[src/rtl/pwm_pkg.sv]
// Shared types and default sizing for the PWM ramp controller.
package pwm_pkg;

    // Controller sequencing states.
    typedef enum logic [1:0] {
        IDLE = 2'd0,
        RAMP = 2'd1,
        HOLD = 2'd2
    } state_t;

    localparam int unsigned DEF_DUTY_W  = 9;
    localparam int unsigned DEF_PERIOD  = 500;
    localparam int unsigned DEF_CLK_DIV = 10;

endpackage

[src/rtl/pwm_tick_gen.sv]
// Prescaler: counts 0..CLK_DIV-1 and emits a one-clk tick on the last count.
// While clear is high the prescaler is held at 0 and no tick is produced.
module pwm_tick_gen #(
    parameter int unsigned CLK_DIV = 10
) (
    input  logic clk,
    input  logic reset_n,
    input  logic clear,
    output logic tick
);

    localparam int unsigned PW = (CLK_DIV > 1) ? $clog2(CLK_DIV) : 1;
    localparam logic [PW-1:0] CNT_MAX = PW'(CLK_DIV - 1);

    logic [PW-1:0] cnt_q, cnt_d;

    // Next prescaler value and tick decode.
    always_comb begin
        cnt_d = cnt_q;
        tick  = 1'b0;
        if (clear) begin
            cnt_d = '0;
        end else if (cnt_q == CNT_MAX) begin
            cnt_d = '0;
            tick  = 1'b1;
        end else begin
            cnt_d = cnt_q + 1'b1;
        end
    end

    // Prescaler register.
    always_ff @(posedge clk or negedge reset_n) begin
        if (!reset_n) cnt_q <= '0;
        else          cnt_q <= cnt_d;
    end

endmodule

[src/rtl/pwm_ramp_controller.sv]
// Single-channel PWM sequencer: prescaler, period counter, valid/ready duty
// target intake and per-period ramping of the applied duty.
// Optional complementary output with dead time: define PWM_COMPLEMENT_EN.
//
// state | meaning
// ------+--------------------------------------------------------------
// IDLE  | enable low; counters held at 0, output off, targets accepted
// RAMP  | dutyNow stepping toward target once per period; no intake
// HOLD  | dutyNow == target; new targets accepted
module pwm_ramp_controller
    import pwm_pkg::*;
#(
    parameter int unsigned CLK_DIV    = DEF_CLK_DIV,
    parameter int unsigned PERIOD     = DEF_PERIOD,
    parameter int unsigned DUTY_W     = DEF_DUTY_W
`ifdef PWM_COMPLEMENT_EN
    ,
    parameter int unsigned DEAD_TICKS = 2
`endif
) (
    input  logic              clk,
    input  logic              reset_n,
    input  logic              enable,
    input  logic              cfgValid,
    output logic              cfgReady,
    input  logic [DUTY_W-1:0] cfgDuty,
    input  logic [DUTY_W-1:0] cfgStep,
    output logic              pwmOut,
    output logic [DUTY_W-1:0] dutyNow,
    output logic              rampBusy,
    output logic              periodStart
`ifdef PWM_COMPLEMENT_EN
    ,
    output logic              pwmOutN
`endif
);

    localparam logic [DUTY_W-1:0] CNT_LAST = DUTY_W'(PERIOD - 1);
    localparam logic [DUTY_W:0]   PERIOD_X = (DUTY_W + 1)'(PERIOD);

    state_t            state_q, state_d;
    logic [DUTY_W-1:0] count_q, count_d;
    logic [DUTY_W-1:0] duty_q, duty_d;
    logic [DUTY_W-1:0] target_q, target_d;
    logic [DUTY_W-1:0] step_q, step_d;
    logic              pwm_q, pwm_d;
    logic              ps_q, ps_d;

    logic              tick;
    logic              run;
    logic              wrap;
    logic              xfer;
    logic [DUTY_W:0]   duty_x, target_x, step_x, count_x;
    logic [DUTY_W:0]   cfg_clamped;
    logic [DUTY_W:0]   ramp_next;

    assign run      = enable && (state_q != IDLE);
    assign wrap     = run && tick && (count_q == CNT_LAST);
    assign cfgReady = (state_q != RAMP);
    assign xfer     = cfgValid && cfgReady;

    assign duty_x   = {1'b0, duty_q};
    assign target_x = {1'b0, target_q};
    assign step_x   = {1'b0, step_q};
    assign count_x  = {1'b0, count_q};

    pwm_tick_gen #(
        .CLK_DIV (CLK_DIV)
    ) u_tick_gen (
        .clk     (clk),
        .reset_n (reset_n),
        .clear   (!run),
        .tick    (tick)
    );

    // Clamp the offered target to a full period.
    always_comb begin
        cfg_clamped = {1'b0, cfgDuty};
        if (cfg_clamped > PERIOD_X) cfg_clamped = PERIOD_X;
    end

    // One ramp step toward target, never overshooting; step 0 jumps.
    always_comb begin
        ramp_next = target_x;
        if (step_x != '0) begin
            if (duty_x < target_x) begin
                if ((duty_x + step_x) < target_x) ramp_next = duty_x + step_x;
            end else if (duty_x > (target_x + step_x)) begin
                ramp_next = duty_x - step_x;
            end
        end
    end

    // Period counter, period-start pulse and PWM compare.
    always_comb begin
        count_d = count_q;
        if (!run)           count_d = '0;
        else if (tick)      count_d = (count_q == CNT_LAST) ? '0 : count_q + 1'b1;
        ps_d  = wrap;
        pwm_d = run && (count_x < duty_x);
    end

    // Sequencing FSM and target/step/duty registers' next values.
    // The duty update is applied on the wrap edge so the new value is in
    // place for the whole first tick of the new period.
    always_comb begin
        state_d  = state_q;
        target_d = target_q;
        step_d   = step_q;
        duty_d   = duty_q;
        if (xfer) begin
            target_d = cfg_clamped[DUTY_W-1:0];
            step_d   = cfgStep;
        end
        if (!enable) begin
            state_d = IDLE;
        end else begin
            case (state_q)
                IDLE: state_d = (target_d != duty_q) ? RAMP : HOLD;
                RAMP: begin
                    if (wrap) begin
                        duty_d = ramp_next[DUTY_W-1:0];
                        if (ramp_next == target_x) state_d = HOLD;
                    end
                end
                HOLD: if (xfer && (target_d != duty_q)) state_d = RAMP;
                default: state_d = IDLE;
            endcase
        end
    end

    // State and datapath registers.
    always_ff @(posedge clk or negedge reset_n) begin
        if (!reset_n) begin
            state_q  <= IDLE;
            count_q  <= '0;
            duty_q   <= '0;
            target_q <= '0;
            step_q   <= '0;
            pwm_q    <= 1'b0;
            ps_q     <= 1'b0;
        end else begin
            state_q  <= state_d;
            count_q  <= count_d;
            duty_q   <= duty_d;
            target_q <= target_d;
            step_q   <= step_d;
            pwm_q    <= pwm_d;
            ps_q     <= ps_d;
        end
    end

    assign pwmOut      = pwm_q;
    assign dutyNow     = duty_q;
    assign periodStart = ps_q;
    assign rampBusy    = enable && (duty_q != target_q);

`ifdef PWM_COMPLEMENT_EN
    localparam logic [DUTY_W:0] DEAD_X = (DUTY_W + 1)'(DEAD_TICKS);

    logic pwmn_q, pwmn_d;

    // Complementary output: low for DEAD_TICKS around both edges of pwmOut.
    always_comb begin
        pwmn_d = run && (count_x >= (duty_x + DEAD_X)) && (count_x < (PERIOD_X - DEAD_X));
    end

    // Complementary output register.
    always_ff @(posedge clk or negedge reset_n) begin
        if (!reset_n) pwmn_q <= 1'b0;
        else          pwmn_q <= pwmn_d;
    end

    assign pwmOutN = pwmn_q;
`endif

endmodule

[config.mk]
export PLATFORM = sky130hd
export DESIGN_NAME = pwm_ramp_controller
export DESIGN_NICKNAME = d
export VERILOG_FILES = /design/src/rtl/pwm_pkg.sv /design/src/rtl/pwm_tick_gen.sv /design/src/rtl/pwm_ramp_controller.sv
export SDC_FILE = /design/constraint.sdc
export NUM_CORES = 1
export LEC_CHECK = 0
export BUFFER_PORTS_ARGS = -buffer_cell sky130_fd_sc_hd__buf_4
export CAP_MARGIN = 20
export CORE_MARGIN = 2
export CORE_UTILIZATION = 55
export CTS_BUF_LIST = sky130_fd_sc_hd__clkbuf_8
export CTS_CLUSTER_SIZE = 16
export DETAILED_ROUTE_END_ITERATION = 8
export HOLD_SLACK_MARGIN = 0.02
export PLACE_DENSITY = 0.77
export SYNTH_ARGS = -nofsm -noshare
export SYNTH_HDL_FRONTEND = slang
export SYNTH_SLANG_ARGS = --single-unit
[constraint.sdc]
create_clock -name clk -period 3.75 [get_ports clk]
set_input_delay 0.75 -clock clk [delete_from_list [all_inputs] [get_ports clk]]
set_output_delay 0.75 -clock clk [all_outputs]
set_load 0.005 [all_outputs]
-- Word-level counts from Yosys, hierarchy flattened
Cells that the tools add are included.
- logic and storage cells: 61
- bits in registers: 44
- latch bits: 0
- memories kept: 0
- output and inout port bits: 13
- bits in writable memories: 0
- memory bits (read-only): 0
- bits of input ports: 22
- multipliers: 0
- bitwise gates (word level): 0
- reduce and logical (&&, ||, !) cells: 12
- divide/modulo/power cells: 0
- $add $sub $neg: 5
- mux-type cells: 19
- order comparisons: 5
- equality and inequality tests: 12
- shift operators: 0
- operators by type and width (kind ; number):
    9-bit 2-to-1 mux ; 5
    10-bit 2-to-1 mux ; 4
    9-bit by 9-bit adder with 10-bit output ; 2
    9-bit less-than comparator ; 2
    9-bit != test ; 2
    10-bit by 9-bit equality test with 1-bit output ; 1
    9-bit by 10-bit greater-than comparator with 1-bit output ; 1
    10-bit by 9-bit less-than comparator with 1-bit output ; 1
    2-bit 2-to-1 mux ; 5
    10-bit nonzero test ; 1
    9-bit by 9-bit subtractor with 10-bit output ; 1
    9-bit by 1-bit adder with 9-bit output (second input constant) ; 1
    9-bit equality test (second input constant) ; 1
    9-bit greater-than comparator (second input constant) ; 1
    3-bit != test (second input constant) ; 3
    4-bit 2-to-1 mux ; 2
    1-bit logical AND ; 7
    2-bit one-hot mux with 3 select lines ; 1
    3-bit AND reduction ; 2
    4-bit by 1-bit adder with 4-bit output (second input constant) ; 1
    4-bit equality test (second input constant) ; 1
    2-bit by 1-bit equality test with 1-bit output (second input constant) ; 1
    2-bit equality test (second input constant) ; 1
    2-bit logical NOT ; 1
    other kinds (4) ; 5

-- Longest topological paths before layout
Gate-level depths: netlist (run 1).
- depth in word-level cells: 10
- depth in mapped cells: 21
- gate-level depth less buffers: 20

-- Modules after synthesis
From an unflattened synthesis (run 1), not the netlist that was laid out.
- cell total of the unflattened synthesis: 545
- area total of the unflattened synthesis: 4575.6 um^2
- by module, submodules not included (module ; area each (um^2) ; seq. area each (um^2) ; cells each ; times used):
    pwm_ramp_controller ; 4371.7 ; 1001.0 ; 525 ; 1
    pwm_tick_gen ; 203.9 ; 100.1 ; 20 ; 1

-- Worst setup path after synthesis (run 1)
No wires, ideal clock.
- path type: flip-flop to flip-flop
- from: reg target_q[0]
- to: reg duty_q[7] (netlist: dutyNow[7])
- clock period less this slack: 3.670 ns
- setup time: 0.125 ns
- setup slack: 0.080 ns
- data required time: 3.625 ns
- buffers on the path: 1
- data arrival time: 3.545 ns
- cell stages (with the launch flop): 21
- cells stage by stage: dfrtp_1 -> ha_1 -> inv_1 -> fa_1 -> nor2b_1 -> o21ai_0 -> a21oi_1 -> o21ai_0 -> nand2b_1 -> a21o_1 -> a21oi_1 -> xor2_1 -> ha_1 -> nand3_1 -> o31ai_1 -> o211ai_1 -> clkbuf_1 -> o21ai_0 -> a22oi_1 -> o22ai_1 -> mux2_2
- word-level cells in the longest chain between the ends: 5
- elaborated cells between the ends (all ways): 8
- those cells by class: 1 x add/sub; 3 x order compare; 4 x mux
- RTL lines (element ; line ; text):
    start: declaration ; pwm_ramp_controller.sv:44 ; logic [DUTY_W-1:0] target_q, target_d;
    start signal: assignment ; pwm_ramp_controller.sv:146 ; target_q <= target_d;
    9-bit by 9-bit adder with 10-bit output ; pwm_ramp_controller.sv:88 ; end else if (duty_x > (target_x + step_x)) begin
    9-bit by 10-bit greater-than comparator with 1-bit output ; pwm_ramp_controller.sv:88 ;
    10-bit 2-to-1 mux ; pwm_ramp_controller.sv:88 ;
    10-bit 2-to-1 mux (*) ; pwm_ramp_controller.sv:86 ; if (duty_x < target_x) begin
    10-bit 2-to-1 mux (*) ; pwm_ramp_controller.sv:85 ; if (step_x != '0) begin
    end signal: assignment ; pwm_ramp_controller.sv:145 ; duty_q <= duty_d;
    end: declaration ; pwm_ramp_controller.sv:43 ; logic [DUTY_W-1:0] duty_q, duty_d;
Mark *: on every way between the ends. The rest lies on a longest branch, timed or not.
A chain may end at the register's enable or synchronous reset.

-- Worst setup path after layout (run 1)
- from: reg target_q[0]
- to: reg state_q[1]
- word-level cells in the longest chain between the ends: 8
- elaborated cells between the ends (all ways): 18
- those cells by class: 1 x add/sub; 3 x order compare; 4 x eq/ne; 8 x mux; 2 x reduce/logical
- RTL lines (element ; line ; text):
    9-bit by 9-bit adder with 10-bit output ; pwm_ramp_controller.sv:88 ;
    9-bit by 10-bit greater-than comparator with 1-bit output ; pwm_ramp_controller.sv:88 ;
    10-bit 2-to-1 mux ; pwm_ramp_controller.sv:88 ;
    10-bit 2-to-1 mux ; pwm_ramp_controller.sv:86 ;
    10-bit 2-to-1 mux ; pwm_ramp_controller.sv:85 ;
    10-bit by 9-bit equality test with 1-bit output ; pwm_ramp_controller.sv:123 ; if (ramp_next == target_x) state_d = HOLD;
    3-bit != test (no line) ; - ;
    3-bit AND reduction (no line) ; - ;
    end signal: assignment ; pwm_ramp_controller.sv:143 ; state_q <= state_d;
    end: declaration ; pwm_ramp_controller.sv:41 ; state_t state_q, state_d;
Parallel ways exist; a longest one is shown, timed or not.

==> results of run 1 <==
==> final timing paths <==
| check | from | endpoint | slack (ps) |
|---|---|---|---|
| worst max-delay path | target_q[0] | state_q[1] | -70 |
| worst min-delay path | reset_n | step_q[6] | 430 |
| worst max register to register | target_q[0] | state_q[1] | -70 |
| worst min register to register | u_tick_gen.cnt_q[0] | u_tick_gen.cnt_q[0] | 510 |
| max in group asynchronous | reset_n | step_q[0] | 2890 |
| min in group clk | u_tick_gen.cnt_q[0] | u_tick_gen.cnt_q[0] | 510 |
==> power by group <==
part	internal [W]	switching, W
Sequential	0.000506	0.0000441
Clock	0.000201	0.000188
Combinational	0.000537	0.000622
==> cell usage in the layout (no fill, tap or decap), types with 3 or more instances in the layout <==
cell type and n:
buf_6 4, clkbuf_8 5, o21ai_1 13, o31ai_1 4
nand2_2 3, buf_4 122, o211ai_1 3, nor4_2 4
ha_1 61, nor2b_1 10, a32oi_1 3, dfrtp_1 43
xnor2_1 23, o21ai_0 29, nand2_1 51, nand4_1 4
a21oi_2 4, nor2_1 26, o21ai_2 4, o22ai_1 11
a21o_1 16, nor3_1 7, nand2b_1 9, nor4_1 3
inv_1 41, a211oi_1 4, nand3_1 19, o21a_1 5
xor2_1 10, a211oi_2 5, mux2i_1 3, and4_1 3
a21oi_1 24
==> cell families (layout without fill, tap and decap cells) <==
group / Yosys count / after routing
AO/OA/AOI/OAI: 160 / 160
XOR/XNOR: 37 / 37
adder cells (fa/ha/maj): 67 / 67
buffers and inverters: 56 / 176
flip-flops: 44 / 44
multiplexers: 6 / 6
AND/OR/NAND/NOR: 162 / 162
==> what timing repair did <==
item,CTS,global route
cloned,0,0
setup endpoints to repair,11,11
pin swaps,30,25
gates resized for setup,33,38
hold buffers,0,0
buffers inserted,7,4
==> sequential cells by signal, summed over array words and instances, names as in the netlist <==
signal,flops
count_q,9
dutyNow,9
step_q,9
target_q,9
u_tick_gen.cnt_q,4
state_q,2
periodStart,1
pwmOut,1
==> worst max-delay path, stage by stage (launching register included) <==
cell and delay, ps:
dfrtp_1 450, ha_4 180, inv_2 40, fa_2 340, nor2b_1 140, o21ai_2 80, a21oi_2 160, o21ai_2 60
nand2b_1 100, a21o_1 150, a21oi_2 60, xor2_1 150, ha_1 320, nand3_2 110, o31ai_2 240, o211ai_1 100
buf_4 190, nand2b_4 170, a2bb2oi_2 160, o311ai_2 260, o32ai_1 120, and2_1 140
==> metal layers <==
metal	up-vias	track usage (%)	wire length, µm
met5	-	0	0
met4	0	16.9	713
met3	73	8.38	1560
met2	273	57.1	6990
met1	2199	45.6	6250
li1	2163	-	-
==> layout make-up <==
| cell class | instances | area, µm² |
|---|---|---|
| Fill cell | 590 | 1970 |
| Clock buffer | 5 | 68.8 |
| Inverter | 42 | 158 |
| Multi-Input combinational cell | 432 | 3410 |
| Sequential cell | 44 | 1100 |
| Clock inverter | 3 | 46.3 |
| Tap cell | 102 | 128 |
| Timing Repair Buffer | 126 | 961 |
==> metrics by stage <==
step | total power [W] | TNS [ps] | util (%)
4_1_cts | 0.00200 | -37.0 | 72.9
3_3_place_gp | 0.00151 | -2060 | 69.1
5_1_grt | 0.00222 | -2270 | 74.9
2_1_floorplan | 0.00115 | 0 | -
3_5_place_dp | 0.00153 | -2910 | 69.1
6_report | 0.00210 | -199 | 74.9
==> flow_summary.json, run 1 <==
{
  "placedInstanceArea_um2": 5420,
  "clock.fmax_ghz": 0.262,
  "die_w_um": 94.5,
  "syn_inst": 532,
  "finClkSkew_ps": 4.13,
  "cts_buffers": 5,
  "drtIter0Drc": 325,
  "tightest_slew_ps": 815,
  "clk_latency_ps": 310,
  "leakage_nw": 2.76,
  "ys_warn_count": 0,
  "worstRegToRegCells": 21,
  "rows": 32,
  "synth.most_common_cell": "ha_1",
  "yosys-top-cells-area": "dfrtp_1 24%, ha_1 18%, o21ai_0 5.0%, xnor2_1 4.9%, nand2_1 4.5%",
  "design_area_um2": 5870,
  "synth_area_per_cell_um2": 8.46,
  "status": "finished with violations",
  "vias": 4708,
  "cts.root.buffer_cell": "clkbuf_8",
  "first_pass_iters": 5,
  "grt_pass1_vias": 4689,
  "nets": 740,
  "crit_required_ps": 3960,
  "power.density_nw_per_um2": 357,
  "synth_area_leader_cell": "dfrtp_1",
  "route.antenna.remaining_nets": 0,
  "hp-class": "primary input to async pin",
  "cts_htree_levels": 2,
  "crit_path_end_kind": "register",
  "maxSlewHeadroom_pct": 45.1,
  "hold-worst-slack_ps": 427,
  "clock-sinks": 44,
  "path_clk_slew_ps": 100,
  "placedCellCount": 735,
  "synth_nets": 621,
  "syn2layout_area_growth_pct": 30.5,
  "grt_antenna_before_repair": 0,
  "synth-seq-area-share_pct": 24.5,
  "grt_overflow": 0,
  "post_drt_wl_per_cell_um": 20.6,
  "synth_flop_cell": "dfrtp_1",
  "cap_violations": 0,
  "synth_area_um2": 4500,
  "synth_top_family_by_area": "compound AO/OA/AOI/OAI gates",
  "path_max_fanout": 6,
  "dp_hpwl_um": 11700,
  "drv_slew": 0,
  "via_per_inst": 6.24,
  "ys_top_cells_by_count": "64 x ha_1, 54 x nand2_1, 45 x o21ai_0",
  "grt_max_degree": 45,
  "initial_core_util_pct": 57.4,
  "cts_tree": "done",
  "synthSimpleGateAreaFrac_pct": 18.0,
  "synth_compound_area_share_pct": 24.2,
  "synth_xor_xnor_area_share_pct": 7.81,
  "fp.dieArea_um2": 8920,
  "synth_top_area_share_pct": 24.5,
  "dp_slack_ps": -392,
  "totalWireLength_um": 15500,
  "synthArstFlopShare_pct": 100,
  "rsz0062_at_grt": "true",
  "instances_no_fill": 754,
  "ys_seq_elements": 44,
  "crit_path_start_kind": "register",
  "arrival_ps": 4020,
  "synth_cell_types": 73,
  "insertedDiodeCount": 0,
  "grt_pass1_wl_um": 24000,
  "coreArea_um2": 7850,
  "layout-drive-gt1-share_pct": 29.4,
  "drc": 0,
  "yosys-mux-area-fraction_pct": 1.39,
  "violations": "negative setup slack",
  "portBuffers": 34,
  "finalSetupViolCount": 6,
  "dieHeight_um": 94.5,
  "setup_ws_ps": -68.8,
  "synthAdderAreaFrac_pct": 19.1,
  "finalHoldViolCount": 0,
  "cts_buffer_depth": 2,
  "min_period_ps": 3820,
  "synth-edff-count": 0,
  "min_period_over_period_pct": 102,
  "ir_drop_uv": 175,
  "grt_usage_pct": 35.7,
  "ios": 35,
  "gp_congestion": 0.984,
  "worstSetupPathType": "register to register"
}
(Power assumes the default switching activity.)
==> run 2, diff against run 1 <==
--- a/config.mk
+++ b/config.mk
@@ -7,6 +7,7 @@
 export LEC_CHECK = 0
 export BUFFER_PORTS_ARGS = -buffer_cell sky130_fd_sc_hd__buf_4
 export CAP_MARGIN = 20
+export CORE_ASPECT_RATIO = 0.8
 export CORE_MARGIN = 2
 export CORE_UTILIZATION = 55
 export CTS_BUF_LIST = sky130_fd_sc_hd__clkbuf_8
@@ -14,6 +15,7 @@
 export DETAILED_ROUTE_END_ITERATION = 8
 export HOLD_SLACK_MARGIN = 0.02
 export PLACE_DENSITY = 0.77
+export SKIP_CTS_REPAIR_TIMING = 1
 export SYNTH_ARGS = -nofsm -noshare
 export SYNTH_HDL_FRONTEND = slang
 export SYNTH_SLANG_ARGS = --single-unit
==> run 2 against run 1 <==
The flow still finishes with violations (negative setup slack); worst setup slack got worse by 250 ps; combinational power about the same; routed wire length decreased by 3.7%; sequential share of layout area increased by 0.10 points; flip-flop and latch count unchanged; cell count increased by 1.1%; core utilization decreased by 1.3 points; critical endpoint is now dutyNow[7].
==> flow_summary.json, run 2 (synthesis results as in run 1) <==
{
  "insertedDiodeCount": 0,
  "cp_slowest_cell": "fa_2",
  "grt_overflow": 0,
  "crit_path_end_kind": "register",
  "clock.fmax_ghz": 0.246,
  "cap_violations": 0,
  "route.antenna.remaining_nets": 0,
  "leakage_nw": 2.74,
  "grt_usage_pct": 33.0,
  "worstSetupPathType": "register to register",
  "path_clk_slew_ps": 100,
  "layout-drive-gt1-share_pct": 28.6,
  "ios": 35,
  "grt_antenna_before_repair": 0,
  "p_int_w": 0.00123,
  "cts_htree_levels": 2,
  "cts_tree": "done",
  "crit_required_ps": 3960,
  "design_area_um2": 5840,
  "rows": 29,
  "total_power_w": 0.00209,
  "die_w_um": 105,
  "first_pass_iters": 5,
  "final_cell_mix": "127 x buf_4, 61 x ha_1, 53 x nand2_1",
  "layout_commonest_cell": "buf_4",
  "status": "finished with violations",
  "cp_cell_sequence": "buf_6, ha_4, inv_2, fa_2, nor2b_2, o21ai_2, a21oi_2, o21ai_1, nand2b_1, a21o_1, a21oi_2, xor2_1, ha_1, nand3_2, o31ai_2, o211ai_1, buf_4, buf_4, nand2_1, o21ai_1, a22oi_1, o22ai_1, mux2_4",
  "instances_no_fill": 762,
  "post-route-util_pct": 73.5,
  "min_period_over_period_pct": 108,
  "grt_pass1_wl_um": 22900,
  "sw_frac_of_total_pct": 41.2,
  "coreArea_um2": 7950,
  "cts_buffer_depth": 2,
  "sequentialPowerShare_pct": 26.1,
  "min_period_ps": 4070,
  "finalHoldViolCount": 0,
  "critPathMaxStageDelay_ps": 390,
  "setup_ws_ps": -318,
  "totalWireLength_um": 14900,
  "dieHeight_um": 84.9,
  "gp_congestion": 0.994,
  "ir_drop_uv": 246,
  "r2r_setup_slack_ps": -320,
  "tightest_slew_ps": 846,
  "pwr-share-comb_pct": 54.6,
  "vias": 4635,
  "initial_core_util_pct": 56.6,
  "via_per_inst": 6.08,
  "rsz0062_at_grt": "true",
  "finClkSkew_ps": 7.37,
  "clk_latency_ps": 320,
  "worstRegToRegCells": 23,
  "cts_buffers": 5,
  "hp-class": "primary input to async pin",
  "grt_max_degree": 45,
  "syn2layout_area_growth_pct": 29.8,
  "portBuffers": 34,
  "drtIter0Drc": 458,
  "finalSetupViolCount": 11,
  "fp.dieArea_um2": 8930,
  "grt_pass1_vias": 4390,
  "nets": 742,
  "path_max_fanout": 7,
  "arrival_ps": 4280,
  "placedInstanceArea_um2": 5490,
  "p_clk_share_pct": 19.3,
  "clock-sinks": 44,
  "drv_slew": 0,
  "power.density_nw_per_um2": 357,
  "crit_path_start_kind": "register",
  "dp_hpwl_um": 11600,
  "fillCellCount": 577,
  "drc": 0,
  "cts.root.buffer_cell": "clkbuf_8",
  "p_sw_w": 0.000860,
  "post_drt_wl_per_cell_um": 19.6,
  "maxSlewHeadroom_pct": 43.0,
  "violations": "negative setup slack",
  "placedCellCount": 748,
  "dp_slack_ps": -448
}
run 2: layout make-up:
type                    count  area, µm²  share of cell area [%]
repair buffers            128        965                    16.5
clock buffers               5       68.8                    1.18
inverters                  42        158                    2.70
clock inverters             3       46.3                   0.792
multi-input cells         432       3370                    57.6
flip-flops and latches     44       1100                    18.9
well taps                 108        135                    2.31
run 2: path summary, 6_finish.rpt:
| path | startpoint | to |
|---|---|---|
| worst max-delay path | step_q[0] | dutyNow[7] |
| worst min-delay path | reset_n | step_q[0] |
| worst max register to register | step_q[0] | dutyNow[7] |
| worst min register to register | u_tick_gen.cnt_q[0] | u_tick_gen.cnt_q[0] |
| max in group asynchronous | reset_n | dutyNow[7] |
| min in group clk | u_tick_gen.cnt_q[0] | u_tick_gen.cnt_q[0] |
run 2: per-stage QoR:
step	hold slack [ps]	setup TNS, ps
after floorplan	454	0
after global placement	480	-1540
after detailed placement	497	-3370
after CTS	464	-3710
after global routing	470	-4280
final	425	-2130
run 2: layer usage:
layer | wire length, µm | up-vias | part of all wire [%] | track usage (%)
li1 | - | 2179 | - | -
met1 | 6890 | 2238 | 46 | 49.3
met2 | 6460 | 192 | 43 | 48.5
met3 | 1300 | 26 | 8.7 | 7.60
met4 | 289 | 0 | 1.9 | 7.27
met5 | 0 | - | 0 | 0
run 2: power groups by stage:
| stage | Combinational (W) | Sequential, W | Clock [W] |
|---|---|---|---|
| floorplan | 0.000607 | 0.000546 | 0 |
| detailed placement | 0.000995 | 0.000551 | 0 |
| global route | 0.00122 | 0.000547 | 0.000421 |
| finish | 0.00114 | 0.000545 | 0.000403 |
| CTS | 0.00100 | 0.000541 | 0.000403 |
| global placement | 0.000972 | 0.000550 | 0 |
run 2: critical path: cells and delay by family, from the launching register on:
| family | cells | cell delay (ps) |
|---|---|---|
| AO/OA/AOI/OAI | 10 | 1220 |
| XOR/XNOR | 1 | 160 |
| adder cells (fa/ha/maj) | 3 | 880 |
| buffers and inverters | 4 | 510 |
| flip-flops | 1 | 380 |
| multiplexers | 1 | 310 |
| AND/OR/NAND/NOR | 4 | 460 |
==> run 3, diff against run 2 <==
--- a/config.mk
+++ b/config.mk
@@ -5,6 +5,7 @@
 export SDC_FILE = /design/constraint.sdc
 export NUM_CORES = 1
 export LEC_CHECK = 0
+export ABC_AREA = 1
 export BUFFER_PORTS_ARGS = -buffer_cell sky130_fd_sc_hd__buf_4
 export CAP_MARGIN = 20
 export CORE_ASPECT_RATIO = 0.8
==> run 3 against run 2 <==
The flow now finishes without violations; cell area down 3.5%; sequential share of layout area up 0.67 points; flip-flop and latch count unchanged; die area up 4.8%; worst hold slack better by 22 ps; cell count up 12%; largest cell class unchanged.
==> flow_summary.json, run 3 <==
{
  "synth-seq-area-share_pct": 23.3,
  "cts.root.buffer_cell": "clkbuf_8",
  "rows": 30,
  "cts_buffer_depth": 2,
  "grt_max_degree": 45,
  "worstRegToRegCells": 27,
  "critPathMaxStageDelay_ps": 370,
  "status": "complete, no violations",
  "nets": 828,
  "layout_commonest_cell": "nand2_1",
  "instances_no_fill": 852,
  "r2r_end": "state_q[1]",
  "ys_top_cells_by_count": "155 x nand2_1, 91 x inv_1, 72 x nand3_1",
  "fp.dieArea_um2": 9350,
  "synth.most_common_cell": "nand2_1",
  "dp_hpwl_um": 12300,
  "cts_htree_levels": 2,
  "grt_overflow": 0,
  "maxSlewHeadroom_pct": 30.2,
  "r2r-start": "step_q[0]",
  "via_per_inst": 5.93,
  "totalWireLength_um": 15900,
  "vias": 5053,
  "worstSetupPathType": "register to register",
  "dieHeight_um": 86.9,
  "grt_antenna_before_repair": 0,
  "finalSetupViolCount": 0,
  "ys_seq_elements": 44,
  "cts_buffers": 5,
  "cp_common_cell": "nand2_1",
  "yosys-top-cells-area": "dfrtp_1 23%, ha_1 17%, nand2_1 12%, nand3_1 7.6%, inv_1 7.2%",
  "post_drt_wl_per_cell_um": 18.6,
  "r2r_setup_slack_ps": 30,
  "placedInstanceArea_um2": 5270,
  "crit_path_end_kind": "register",
  "die_w_um": 108,
  "path_clk_slew_ps": 100,
  "cp_slowest_cell": "dfrtp_1",
  "finalHoldViolCount": 0,
  "cap_violations": 0,
  "portBuffers": 34,
  "arrival_ps": 3930,
  "insertedDiodeCount": 0,
  "synth_top_area_share_pct": 23.3,
  "cts_tree": "done",
  "clk_latency_ps": 310,
  "rsz0062_at_grt": "true",
  "post-route-util_pct": 67.0,
  "min_period_over_period_pct": 99.2,
  "ios": 35,
  "synth_area_leader_cell": "dfrtp_1",
  "syn_inst": 674,
  "ys_warn_count": 0,
  "grt_pass1_wl_um": 23900,
  "drv_slew": 0,
  "syn2layout_area_growth_pct": 19.3,
  "final_cell_mix": "143 x nand2_1, 89 x inv_1, 69 x buf_4",
  "synthArstFlopShare_pct": 100,
  "grt_usage_pct": 33.5,
  "clock-sinks": 44,
  "synth-edff-count": 0,
  "path_max_fanout": 5,
  "min_period_ps": 3720,
  "placedCellCount": 837,
  "crit_required_ps": 3960,
  "design_area_um2": 5640,
  "synth_cell_types": 50,
  "finalSetupTns_ps": 0,
  "hp-class": "primary input to async pin",
  "gp_congestion": 1.08,
  "clock.fmax_ghz": 0.269,
  "synth_area_per_cell_um2": 7.01,
  "synth_flop_cell": "dfrtp_1",
  "tightest_slew_ps": 1040,
  "layout-drive-gt1-share_pct": 20.9,
  "synth_area_um2": 4720,
  "finClkSkew_ps": 8.03,
  "initial_core_util_pct": 56.2,
  "first_pass_iters": 6,
  "coreArea_um2": 8410,
  "drtIter0Drc": 481,
  "drc": 0,
  "route.antenna.remaining_nets": 0,
  "crit_path_start_kind": "register",
  "synth_nets": 763,
  "grt_pass1_vias": 4644
}
run 3: changes by cell type in the layout (fill, tap and decap cells not counted), moves of 10 or more:
cell,change
o21ai_1,-10
nand3_1,+43
nand2b_1,-10
nand2_2,+18
xnor2_1,-17
inv_1,+48
nand2_1,+90
buf_4,-58
nor2_1,+11
a21o_1,-14
run 3: per-stage QoR:
stage	worst slack [ps]	hold WS, ps
global placement	93.3	482
finish	29.5	447
global route	-168	476
floorplan	221	454
CTS	-190	455
detailed placement	-169	494
run 3: per-layer routing:
layer  vias to the layer above  track usage (%)  part of all wire [%]
met5                         -                0                     0
met4                         0             10.0                   3.0
met3                        47             7.33                    11
met2                       263             52.9                    44
met1                      2361             46.4                    42
li1                       2382                -                     -
run 3: area by class of cell:
type | count | area, µm²
multi-input combinational | 521 | 3380
fill | 751 | 2770
sequential | 44 | 1100
timing repair buffer | 70 | 529
inverter | 97 | 367
tap | 112 | 140
clock buffer | 5 | 68.8
clock inverter | 3 | 46.3
run 3: logic make-up after synthesis:
family	synth area share [%]
AO/OA/AOI/OAI	13.9
AND/OR/NAND/NOR	31.3
flip-flops	23.3
adder cells (fa/ha/maj)	18.2
XOR/XNOR	3.89
buffers and inverters	9.37
run 3: worst max path at each step:
stage / depth (start not counted) / end / slack, ps / start
2_1_floorplan: 28 / state_q[0] / 220 / target_q[0]
3_3_place_gp: 28 / state_q[1] / 90 / target_q[0]
3_5_place_dp: 28 / state_q[1] / -170 / step_q[0]
4_1_cts: 28 / state_q[1] / -190 / step_q[0]
5_1_grt: 28 / state_q[1] / -170 / step_q[0]
6_report: 27 / state_q[1] / 30 / step_q[0]
run 3: worst max-delay path, delay by kind of cell, from the launching register on:
kind,cells,cell delay (ps)
flops,1,370
compound gates,4,500
fa+ha+maj,3,900
buf+inv,2,130
simple gates,17,1580
xor+xnor,1,160
Power of run 3 is left out: the tool's default activity adds up to more than one toggle a clock period on the data nets, which glitch-free logic cannot reach.
